<file path="src/rtl/unified_mem_arbiter_if.sv">
`default_nettype none
// ============================================================================
// Module   : unified_mem_arbiter_if
// Purpose  : Fetch, data and memory-side signals of the unified memory arbiter.
// Revision : 1.0
// ============================================================================
interface unified_mem_arbiter_if #(
   parameter int ADDR_W = 64,
   parameter int DATA_W = 64
);
   logic              if_req;
   logic [ADDR_W-1:0] if_addr;
   logic [31:0]       if_rdata;
   logic              dm_read;
   logic              dm_write;
   logic [ADDR_W-1:0] dm_addr;
   logic [DATA_W-1:0] dm_wdata;
   logic [DATA_W-1:0] dm_rdata;
   logic              stall;
   logic              mem_req;
   logic              mem_we;
   logic [ADDR_W-1:0] mem_addr;
   logic [DATA_W-1:0] mem_wdata;
   logic [DATA_W-1:0] mem_rdata;
   logic              mem_ready;
   logic              mem_error;

   modport slave (
      input  if_req, if_addr, dm_read, dm_write, dm_addr, dm_wdata, mem_rdata, mem_ready,
      output if_rdata, dm_rdata, stall, mem_req, mem_we, mem_addr, mem_wdata, mem_error
   );

   modport master (
      output if_req, if_addr, dm_read, dm_write, dm_addr, dm_wdata, mem_rdata, mem_ready,
      input  if_rdata, dm_rdata, stall, mem_req, mem_we, mem_addr, mem_wdata, mem_error
   );
endinterface
`default_nettype wire

</file>
<file path="src/rtl/unified_mem_arbiter.sv">
`default_nettype none
// ============================================================================
// Module   : unified_mem_arbiter
// Purpose  : Shares one single-ported memory between fetch and data access,
//            data first; optional wait timeout under MEM_TIMEOUT_EN.
// Revision : 1.0
// ============================================================================
module unified_mem_arbiter #(
   parameter int ADDR_W         = 64,
   parameter int DATA_W         = 64,
   parameter int TIMEOUT_CYCLES = 255
) (
   input  logic                 clk,
   input  logic                 reset,
   unified_mem_arbiter_if.slave bus
);
   typedef enum logic [1:0] {
      IDLE       = 2'd0,
      DATA_WAIT  = 2'd1,
      FETCH_WAIT = 2'd2
   } state_t;

   state_t            r_state, w_state_next;
   logic              r_mem_req, w_mem_req_next;
   logic              r_mem_we, w_mem_we_next;
   logic [ADDR_W-1:0] r_mem_addr, w_mem_addr_next;
   logic [DATA_W-1:0] r_mem_wdata, w_mem_wdata_next;
   logic [31:0]       r_if_rdata, w_if_rdata_next;
   logic [DATA_W-1:0] r_dm_rdata, w_dm_rdata_next;
   logic              r_if_done, w_if_done_next;
   logic              r_dm_done, w_dm_done_next;
   logic              w_dm_pend;
   logic              w_stall;
   logic              w_tmo_hit;

`ifdef MEM_TIMEOUT_EN
   localparam int CNT_W = $clog2(TIMEOUT_CYCLES + 1);

   logic [CNT_W-1:0] r_tmo_cnt;
   logic             r_mem_error;

   // Abort on the edge where the wait count would reach the limit.
   assign w_tmo_hit = (r_state != IDLE) && !bus.mem_ready &&
                      (r_tmo_cnt == CNT_W'(TIMEOUT_CYCLES - 1));

   always_ff @(posedge clk) begin
      if (reset) begin
         r_tmo_cnt   <= '0;
         r_mem_error <= 1'b0;
      end else begin
         if (r_state == IDLE)
            r_tmo_cnt <= '0;
         else if (!bus.mem_ready)
            r_tmo_cnt <= r_tmo_cnt + 1'b1;
         if (w_tmo_hit)
            r_mem_error <= 1'b1;
      end
   end

   assign bus.mem_error = r_mem_error;
`else
   assign w_tmo_hit     = 1'b0;
   assign bus.mem_error = 1'b0;
`endif

   always_ff @(posedge clk) begin
      if (reset) begin
         r_state     <= IDLE;
         r_mem_req   <= 1'b0;
         r_mem_we    <= 1'b0;
         r_mem_addr  <= '0;
         r_mem_wdata <= '0;
         r_if_rdata  <= '0;
         r_dm_rdata  <= '0;
         r_if_done   <= 1'b0;
         r_dm_done   <= 1'b0;
      end else begin
         r_state     <= w_state_next;
         r_mem_req   <= w_mem_req_next;
         r_mem_we    <= w_mem_we_next;
         r_mem_addr  <= w_mem_addr_next;
         r_mem_wdata <= w_mem_wdata_next;
         r_if_rdata  <= w_if_rdata_next;
         r_dm_rdata  <= w_dm_rdata_next;
         r_if_done   <= w_if_done_next;
         r_dm_done   <= w_dm_done_next;
      end
   end

   always_comb begin
      w_dm_pend        = bus.dm_read | bus.dm_write;
      w_stall          = (w_dm_pend & ~r_dm_done) | (bus.if_req & ~r_if_done);
      w_state_next     = r_state;
      w_mem_req_next   = r_mem_req;
      w_mem_we_next    = r_mem_we;
      w_mem_addr_next  = r_mem_addr;
      w_mem_wdata_next = r_mem_wdata;
      w_if_rdata_next  = r_if_rdata;
      w_dm_rdata_next  = r_dm_rdata;
      w_if_done_next   = r_if_done;
      w_dm_done_next   = r_dm_done;

      case (r_state)
         IDLE: begin
            if (w_dm_pend && !r_dm_done) begin
               w_state_next     = DATA_WAIT;
               w_mem_req_next   = 1'b1;
               w_mem_we_next    = bus.dm_write;
               w_mem_addr_next  = bus.dm_addr;
               w_mem_wdata_next = bus.dm_wdata;
            end else if (bus.if_req && !r_if_done) begin
               w_state_next    = FETCH_WAIT;
               w_mem_req_next  = 1'b1;
               w_mem_we_next   = 1'b0;
               w_mem_addr_next = bus.if_addr;
            end
         end
         DATA_WAIT, FETCH_WAIT: begin
            if (bus.mem_ready || w_tmo_hit) begin
               w_state_next   = IDLE;
               w_mem_req_next = 1'b0;
               // An aborted read returns zero rather than whatever is on the bus.
               if (r_state == DATA_WAIT) begin
                  w_dm_done_next = 1'b1;
                  if (!r_mem_we)
                     w_dm_rdata_next = bus.mem_ready ? bus.mem_rdata : '0;
               end else begin
                  w_if_done_next  = 1'b1;
                  w_if_rdata_next = bus.mem_ready ? bus.mem_rdata[31:0] : 32'd0;
               end
            end
         end
         default: w_state_next = IDLE;
      endcase

      // Pipeline advances on this edge, so the step's completions are retired.
      if (!w_stall) begin
         w_if_done_next = 1'b0;
         w_dm_done_next = 1'b0;
      end
   end

   assign bus.stall     = w_stall;
   assign bus.mem_req   = r_mem_req;
   assign bus.mem_we    = r_mem_we;
   assign bus.mem_addr  = r_mem_addr;
   assign bus.mem_wdata = r_mem_wdata;
   assign bus.if_rdata  = r_if_rdata;
   assign bus.dm_rdata  = r_dm_rdata;
endmodule
`default_nettype wire
</file>
<file path="src/flat_wrapper.sv">
// flat-port wrapper written by rule: the top's interface ports become plain ports
module unified_mem_arbiter_flat 
#(
   parameter int ADDR_W         = 64,
   parameter int DATA_W         = 64,
   parameter int TIMEOUT_CYCLES = 255
)
  (clk, reset, bus_if_req, bus_if_addr, bus_dm_read, bus_dm_write, bus_dm_addr, bus_dm_wdata, bus_mem_rdata, bus_mem_ready, bus_if_rdata, bus_dm_rdata, bus_stall, bus_mem_req, bus_mem_we, bus_mem_addr, bus_mem_wdata, bus_mem_error);
  unified_mem_arbiter_if #(.ADDR_W(ADDR_W), .DATA_W(DATA_W)) bus_i ();
  input  logic clk;
  input  logic reset;
  input wire logic [$bits(bus_i.if_req)-1:0] bus_if_req;
  input wire logic [$bits(bus_i.if_addr)-1:0] bus_if_addr;
  input wire logic [$bits(bus_i.dm_read)-1:0] bus_dm_read;
  input wire logic [$bits(bus_i.dm_write)-1:0] bus_dm_write;
  input wire logic [$bits(bus_i.dm_addr)-1:0] bus_dm_addr;
  input wire logic [$bits(bus_i.dm_wdata)-1:0] bus_dm_wdata;
  input wire logic [$bits(bus_i.mem_rdata)-1:0] bus_mem_rdata;
  input wire logic [$bits(bus_i.mem_ready)-1:0] bus_mem_ready;
  output wire logic [$bits(bus_i.if_rdata)-1:0] bus_if_rdata;
  output wire logic [$bits(bus_i.dm_rdata)-1:0] bus_dm_rdata;
  output wire logic [$bits(bus_i.stall)-1:0] bus_stall;
  output wire logic [$bits(bus_i.mem_req)-1:0] bus_mem_req;
  output wire logic [$bits(bus_i.mem_we)-1:0] bus_mem_we;
  output wire logic [$bits(bus_i.mem_addr)-1:0] bus_mem_addr;
  output wire logic [$bits(bus_i.mem_wdata)-1:0] bus_mem_wdata;
  output wire logic [$bits(bus_i.mem_error)-1:0] bus_mem_error;
  assign bus_i.if_req = bus_if_req;
  assign bus_i.if_addr = bus_if_addr;
  assign bus_i.dm_read = bus_dm_read;
  assign bus_i.dm_write = bus_dm_write;
  assign bus_i.dm_addr = bus_dm_addr;
  assign bus_i.dm_wdata = bus_dm_wdata;
  assign bus_i.mem_rdata = bus_mem_rdata;
  assign bus_i.mem_ready = bus_mem_ready;
  assign bus_if_rdata = bus_i.if_rdata;
  assign bus_dm_rdata = bus_i.dm_rdata;
  assign bus_stall = bus_i.stall;
  assign bus_mem_req = bus_i.mem_req;
  assign bus_mem_we = bus_i.mem_we;
  assign bus_mem_addr = bus_i.mem_addr;
  assign bus_mem_wdata = bus_i.mem_wdata;
  assign bus_mem_error = bus_i.mem_error;
  unified_mem_arbiter #(.ADDR_W(ADDR_W), .DATA_W(DATA_W), .TIMEOUT_CYCLES(TIMEOUT_CYCLES)) u_core (.clk(clk), .reset(reset), .bus(bus_i));
endmodule
</file>
<file path="config.mk">
export PLATFORM = sky130hd
export DESIGN_NAME = unified_mem_arbiter_flat
export DESIGN_NICKNAME = d
export VERILOG_FILES = /design/src/rtl/unified_mem_arbiter_if.sv /design/src/rtl/unified_mem_arbiter.sv /design/src/flat_wrapper.sv
export SDC_FILE = /design/constraint.sdc
export NUM_CORES = 1
export LEC_CHECK = 0
export ABC_AREA = 1
export ABC_CLOCK_PERIOD_IN_PS = 2550
export BUFFER_PORTS_ARGS = -buffer_cell sky130_fd_sc_hd__buf_2
export CORE_AREA = 3 3 191 193
export CTS_BUF_LIST = sky130_fd_sc_hd__clkbuf_4
export CTS_CLUSTER_DIAMETER = 60
export DETAILED_ROUTE_END_ITERATION = 8
export DIE_AREA = 0 0 194 196
export PLACE_DENSITY = 0.57
export SLEW_MARGIN = 20
export SYNTH_ARGS = -nofsm -noshare
export SYNTH_HDL_FRONTEND = slang
export SYNTH_SLANG_ARGS = --single-unit
</file>
<file path="constraint.sdc">
create_clock -name clk -period 2.55 [get_ports clk]
set_clock_uncertainty 0.2 [all_clocks]
set_input_delay 0.255 -clock clk [delete_from_list [all_inputs] [get_ports clk]]
set_output_delay 0.255 -clock clk [all_outputs]
set_load 0.03 [all_outputs]
</file>
Yosys cells after proc, flatten, opt, wreduce, memory -nomap -nowiden --
Index checks and enable logic that the tools add are counted.
Operators by class: equal/unequal tests 4, multiplexer cells 12, bitwise operators 9, reductions and logical operators 16
Operators with widths (count):
- 64-bit two-way mux | 2
- 3-bit AND reduction | 3
- 2-bit two-way mux | 3
- 2-bit AND reduction | 3
- 1-bit two-way mux | 5
- 1-bit NOT | 5
- 2-bit one-hot mux with 2 select lines | 1
- 4-bit AND reduction | 1
- 2-bit nonzero test | 2
- 2-bit OR reduction | 2
- 3-bit by 1-bit inequality test with 1-bit output, second input constant | 1
- 1-bit bitwise AND | 2
- 2-bit by 1-bit equality test with 1-bit output, second input constant | 1
- 2-bit equality test, second input constant | 1
- 1-bit logical AND | 2
- 1-bit logical NOT | 2
- 2-bit logical NOT | 1
- 2-bit inequality test, second input constant | 1
- 1-bit bitwise OR | 2
- 1-bit one-hot mux with 2 select lines | 1
Storage, ports and cells: bits in registers 230, input port bits 262, output and inout bits 228, logic and storage cells 50

Longest topological paths before layout --
depth after elaboration 5, mapped depth 9, depth with buffers taken out 9

Least setup slack after synthesis --
No wires, ideal clock.
path kind reg2reg, start point register u_core.r_state[0], end point register u_core.r_if_rdata[10], in the netlist u_core.bus.if_rdata[10], arrival time 1.456 ns, required time 2.234 ns, setup slack 0.778 ns, stages on the path, launching flop included 9, cells stage by stage dfxtp_1 -> inv_1 -> ha_1 -> nand2_1 -> nor2_1 -> inv_1 -> clkbuf_1 -> nor2_1 -> nor2_1
Between the ends: word-level cells in the longest chain between the ends 3
RTL lines:
- start: declaration | RTL line unified_mem_arbiter.sv:23 | state_t r_state, w_state_next;
- start signal: assignment | RTL line unified_mem_arbiter.sv:78 | r_state <= w_state_next;
- 2-bit equality test or 2-bit by 1-bit equality test with 1-bit output (tied branches) | RTL line unified_mem_arbiter.sv:103, unified_mem_arbiter.sv:123
- 2-bit OR reduction or 1-bit NOT (tied branches)
- 3-bit AND reduction (no source line) *
- end signal: assignment | RTL line unified_mem_arbiter.sv:83 | r_if_rdata <= w_if_rdata_next;
- end: declaration | RTL line unified_mem_arbiter.sv:28 | logic [31:0] r_if_rdata, w_if_rdata_next;
Mark *: on every way between the ends. The rest lies on a longest branch, timed or not. A chain may end at the register's enable or synchronous reset.

Worst setup path in the final report --
start point register u_core.r_state[1], end point register u_core.r_mem_wdata[26], in the netlist u_core.bus.mem_wdata[26]
Between the ends: word-level cells in the longest chain between the ends 2
RTL lines:
- 2-bit logical NOT | RTL line unified_mem_arbiter.sv:103 | case (r_state)
- 2-bit AND reduction (no source line)
- end signal: assignment | RTL line unified_mem_arbiter.sv:82 | r_mem_wdata <= w_mem_wdata_next;
- end: declaration | RTL line unified_mem_arbiter.sv:27 | logic [DATA_W-1:0] r_mem_wdata, w_mem_wdata_next;
No other way between the ends.

==> reports/results.ini <==
[run_status]
status = finished clean

[floorplan]
die-area_um2 = 38000
ios = 490
start_util_pct = 25.6
row_count = 68
dieHeight_um = 196
coreArea_um2 = 34700
die_width_um = 194

[yosys]
seq_area_frac_synth_pct = 51.8
ys.warnings.count = 0
async_flop_share_pct = 0
yosys_register_bits = 230
netlist_top_cells_area = dfxtp_1 (52%), nor2_1 (16%), o21ai_0 (9.5%)
yosysUniqueCellTypes = 20
syn_area_per_cell_um2 = 7.18
syn-num-nets = 1504
synth_edf_count = 0
netlist_area_um2 = 8880
synth_cells = 1238
yosys-top-cells-count = nor2_1 (389), dfxtp_1 (230), nand2_1 (207)
synth_ff_type = dfxtp_1
yosysMostFrequentCell = nor2_1
netlist.area_leader.share_pct = 51.8
synth_top_cell_by_area = dfxtp_1

[worst_setup_path]
rrSetupSlack_ns = 0.16
arrival_ns = 2.72
cp_data_required_time_ns = 2.89
r2r-end = u_core.bus.mem_wdata[26]
worstPathMaxFanout = 25
crit_path_start_kind = flip-flop
r2r_cells = 9
cp-end-kind = flip-flop
timing.rr.start = u_core.r_state[1]
crit_type = reg2reg

[job]
cap_violations = 0

[power_and_ir_drop]
ir_worst_vdd_mv = 0.602
power_density_nw_per_um2 = 862
leakage_nw = 7.85

[place]
dp_hpwl_um = 23600
finalWeightedCongestion = 0.898
portBuffers = 488
place_area_um2 = 11700

[sta]
fmaxAchievable_ghz = 0.419
finalCritPeriodShare_pct = 93.6
min_period_ns = 2.39
whs_ns = 0.149
finalSetupTns_ns = 0
final-setup-viol-count = 0
hold_violations = 0
slew_viol_final = 0
rsz0062_at_grt = no

[clock_tree]
numCtsBuffers = 68
cts-root-buf = clkbuf_4
cts_sinks = 230
cts.clk_slew.worst_paths_ns = 0.07
clk_latency_ns = 0.62
cts_setup_buffers = 0
cts_tree = done
htreeDepth = 3
clk_path_buf_depth = 3

[grt]
grt_pass1_wl_um = 58800
overflow = 0
grt.total_usage_pct = 18.5
grt_pass1_vias = 11600
antenna_found_initial = 4
grt_max_degree = 103

[worst_hold_path]
hold-path-endpoint = u_core.bus.dm_rdata[41]
worst_hold_startpoint = bus_mem_rdata[41]
min_path_cells = 4
hold_class = in2reg

[layout]
ff_latch_area_um2 = 4600
synthToLayoutAreaGrowth_pct = 71.9
multiInputGateArea_um2 = 3840
final_nets = 2258
post-route-cell-area_um2 = 15300
n_fill_cell = 3364
layout-drive-gt1-share_pct = 30.5

[drt]
num_vias = 11200
via_per_inst = 4.51
drtPass1Iterations = 6
first_iter_violations = 406
wl_per_cell_um = 14.9
wirelength_um = 37100
drc_errors = 0
ant_nets = 0

power by group:
| group | switching (mW) | internal, mW |
|---|---|---|
| registers | 0.385 | 4.35 |
| logic | 3.42 | 1.66 |
| clock network | 1.55 | 1.79 |
metrics by stage:
step                      util (%)  power, mW  instances  setup slack [ns]
after CTS                     43.8       13.3       2485            0.0224
after global routing          44.0       14.0       2489           0.00556
final                         44.0       13.2       2489             0.162
after detailed placement      33.7       9.40       2106             0.306
after floorplan                  -       7.85       1238             0.778
after global placement        33.7       9.37       2106             0.322
logic make-up (layout without fill, tap and decap cells):
group | after synthesis | after routing | share of synthesized area, %
buffers and inverters | 106 | 899 | 5.34
AOI/OAI and AO/OA | 296 | 296 | 16.7
DFF | 230 | 230 | 51.8
adders and majority gates | 4 | 4 | 0.563
other | 1 | 4 | 0.0422
and+or+nand+nor | 601 | 601 | 25.5
critical path, stage by stage, from the launching register on:
cell           delay [ns]
dfxtp_1              0.31
inv_1                0.12
ha_2                 0.26
inv_1                0.11
nor2_4               0.20
inv_4                0.15
buf_6                0.20
nor2_1               0.13
nor2_1               0.07
dlygate4sd3_1        0.55
area by class of cell:
class	count	share of cell area, %
repair buffers	777	35.3
flip-flops and latches	230	30.1
multi-input cells	902	25.1
clock buffers	94	4.62
well taps	455	3.73
clock inverters	15	0.655
inverters	13	0.369
diodes	3	0.0492
sequential cells by signal, summed over array words and instances, names as in the netlist:
signal / cells
u_core.bus.dm_rdata: 64
u_core.r_if_done: 1
u_core.r_state: 2
u_core.r_dm_done: 1
u_core.bus.mem_wdata: 64
u_core.bus.mem_addr: 64
u_core.bus.mem_req: 1
u_core.bus.if_rdata: 32
u_core.bus.mem_we: 1
how the worst max path moves through the flow:
stage	cells past startpoint	slack [ns]	startpoint	end
floorplan	8	0.78	u_core.r_state[0]	u_core.bus.if_rdata[10]
global placement	8	0.32	bus_dm_write	u_core.bus.mem_addr[63]
detailed placement	8	0.31	bus_dm_write	u_core.bus.mem_addr[50]
CTS	9	0.02	u_core.r_state[1]	u_core.bus.dm_rdata[59]
global route	9	0.006	u_core.r_state[0]	u_core.bus.mem_wdata[26]
finish	9	0.16	u_core.r_state[1]	u_core.bus.mem_wdata[26]
metal layers:
metal | routed length, um | track usage, % | up-vias
met3 | 3380 | 6.56 | 101
met1 | 14100 | 19.9 | 5085
met4 | 1510 | 9.52 | 2
met2 | 18100 | 32.2 | 529
met5 | 13 | 0 | -
li1 | - | - | 5497
repair_timing:
action | 4_1_cts | 5_1_grt
gates cloned | 0 | 0
gates resized for setup | 1 | 12
hold endpoints to repair | 230 | 0
setup endpoints to repair | 1 | 9
hold buffers | 270 | 0
placed cells by master (no fill, tap or decap):
cell and n:
diode_2 3, buf_8 1, nor2_4 3, buf_2 488, clkinv_2 3, nor2_2 1, conb_1 1, clkbuf_4 94
bufinv_16 1, inv_1 10, o21ai_4 1, clkinv_4 2, inv_4 3, buf_12 7, buf_6 2, ha_1 3
inv_2 1, buf_4 9, o21ai_1 57, nand4_1 1, nor2_1 386, o21ai_0 168, nand2_1 206, a21oi_1 70
clkinv_1 7, nand3_1 2, dlygate4sd3_1 270, ha_2 1, clkinvlp_4 1, nand2_2 2, dfxtp_1 230
Note: power is estimated with default switching activity, not from simulation.
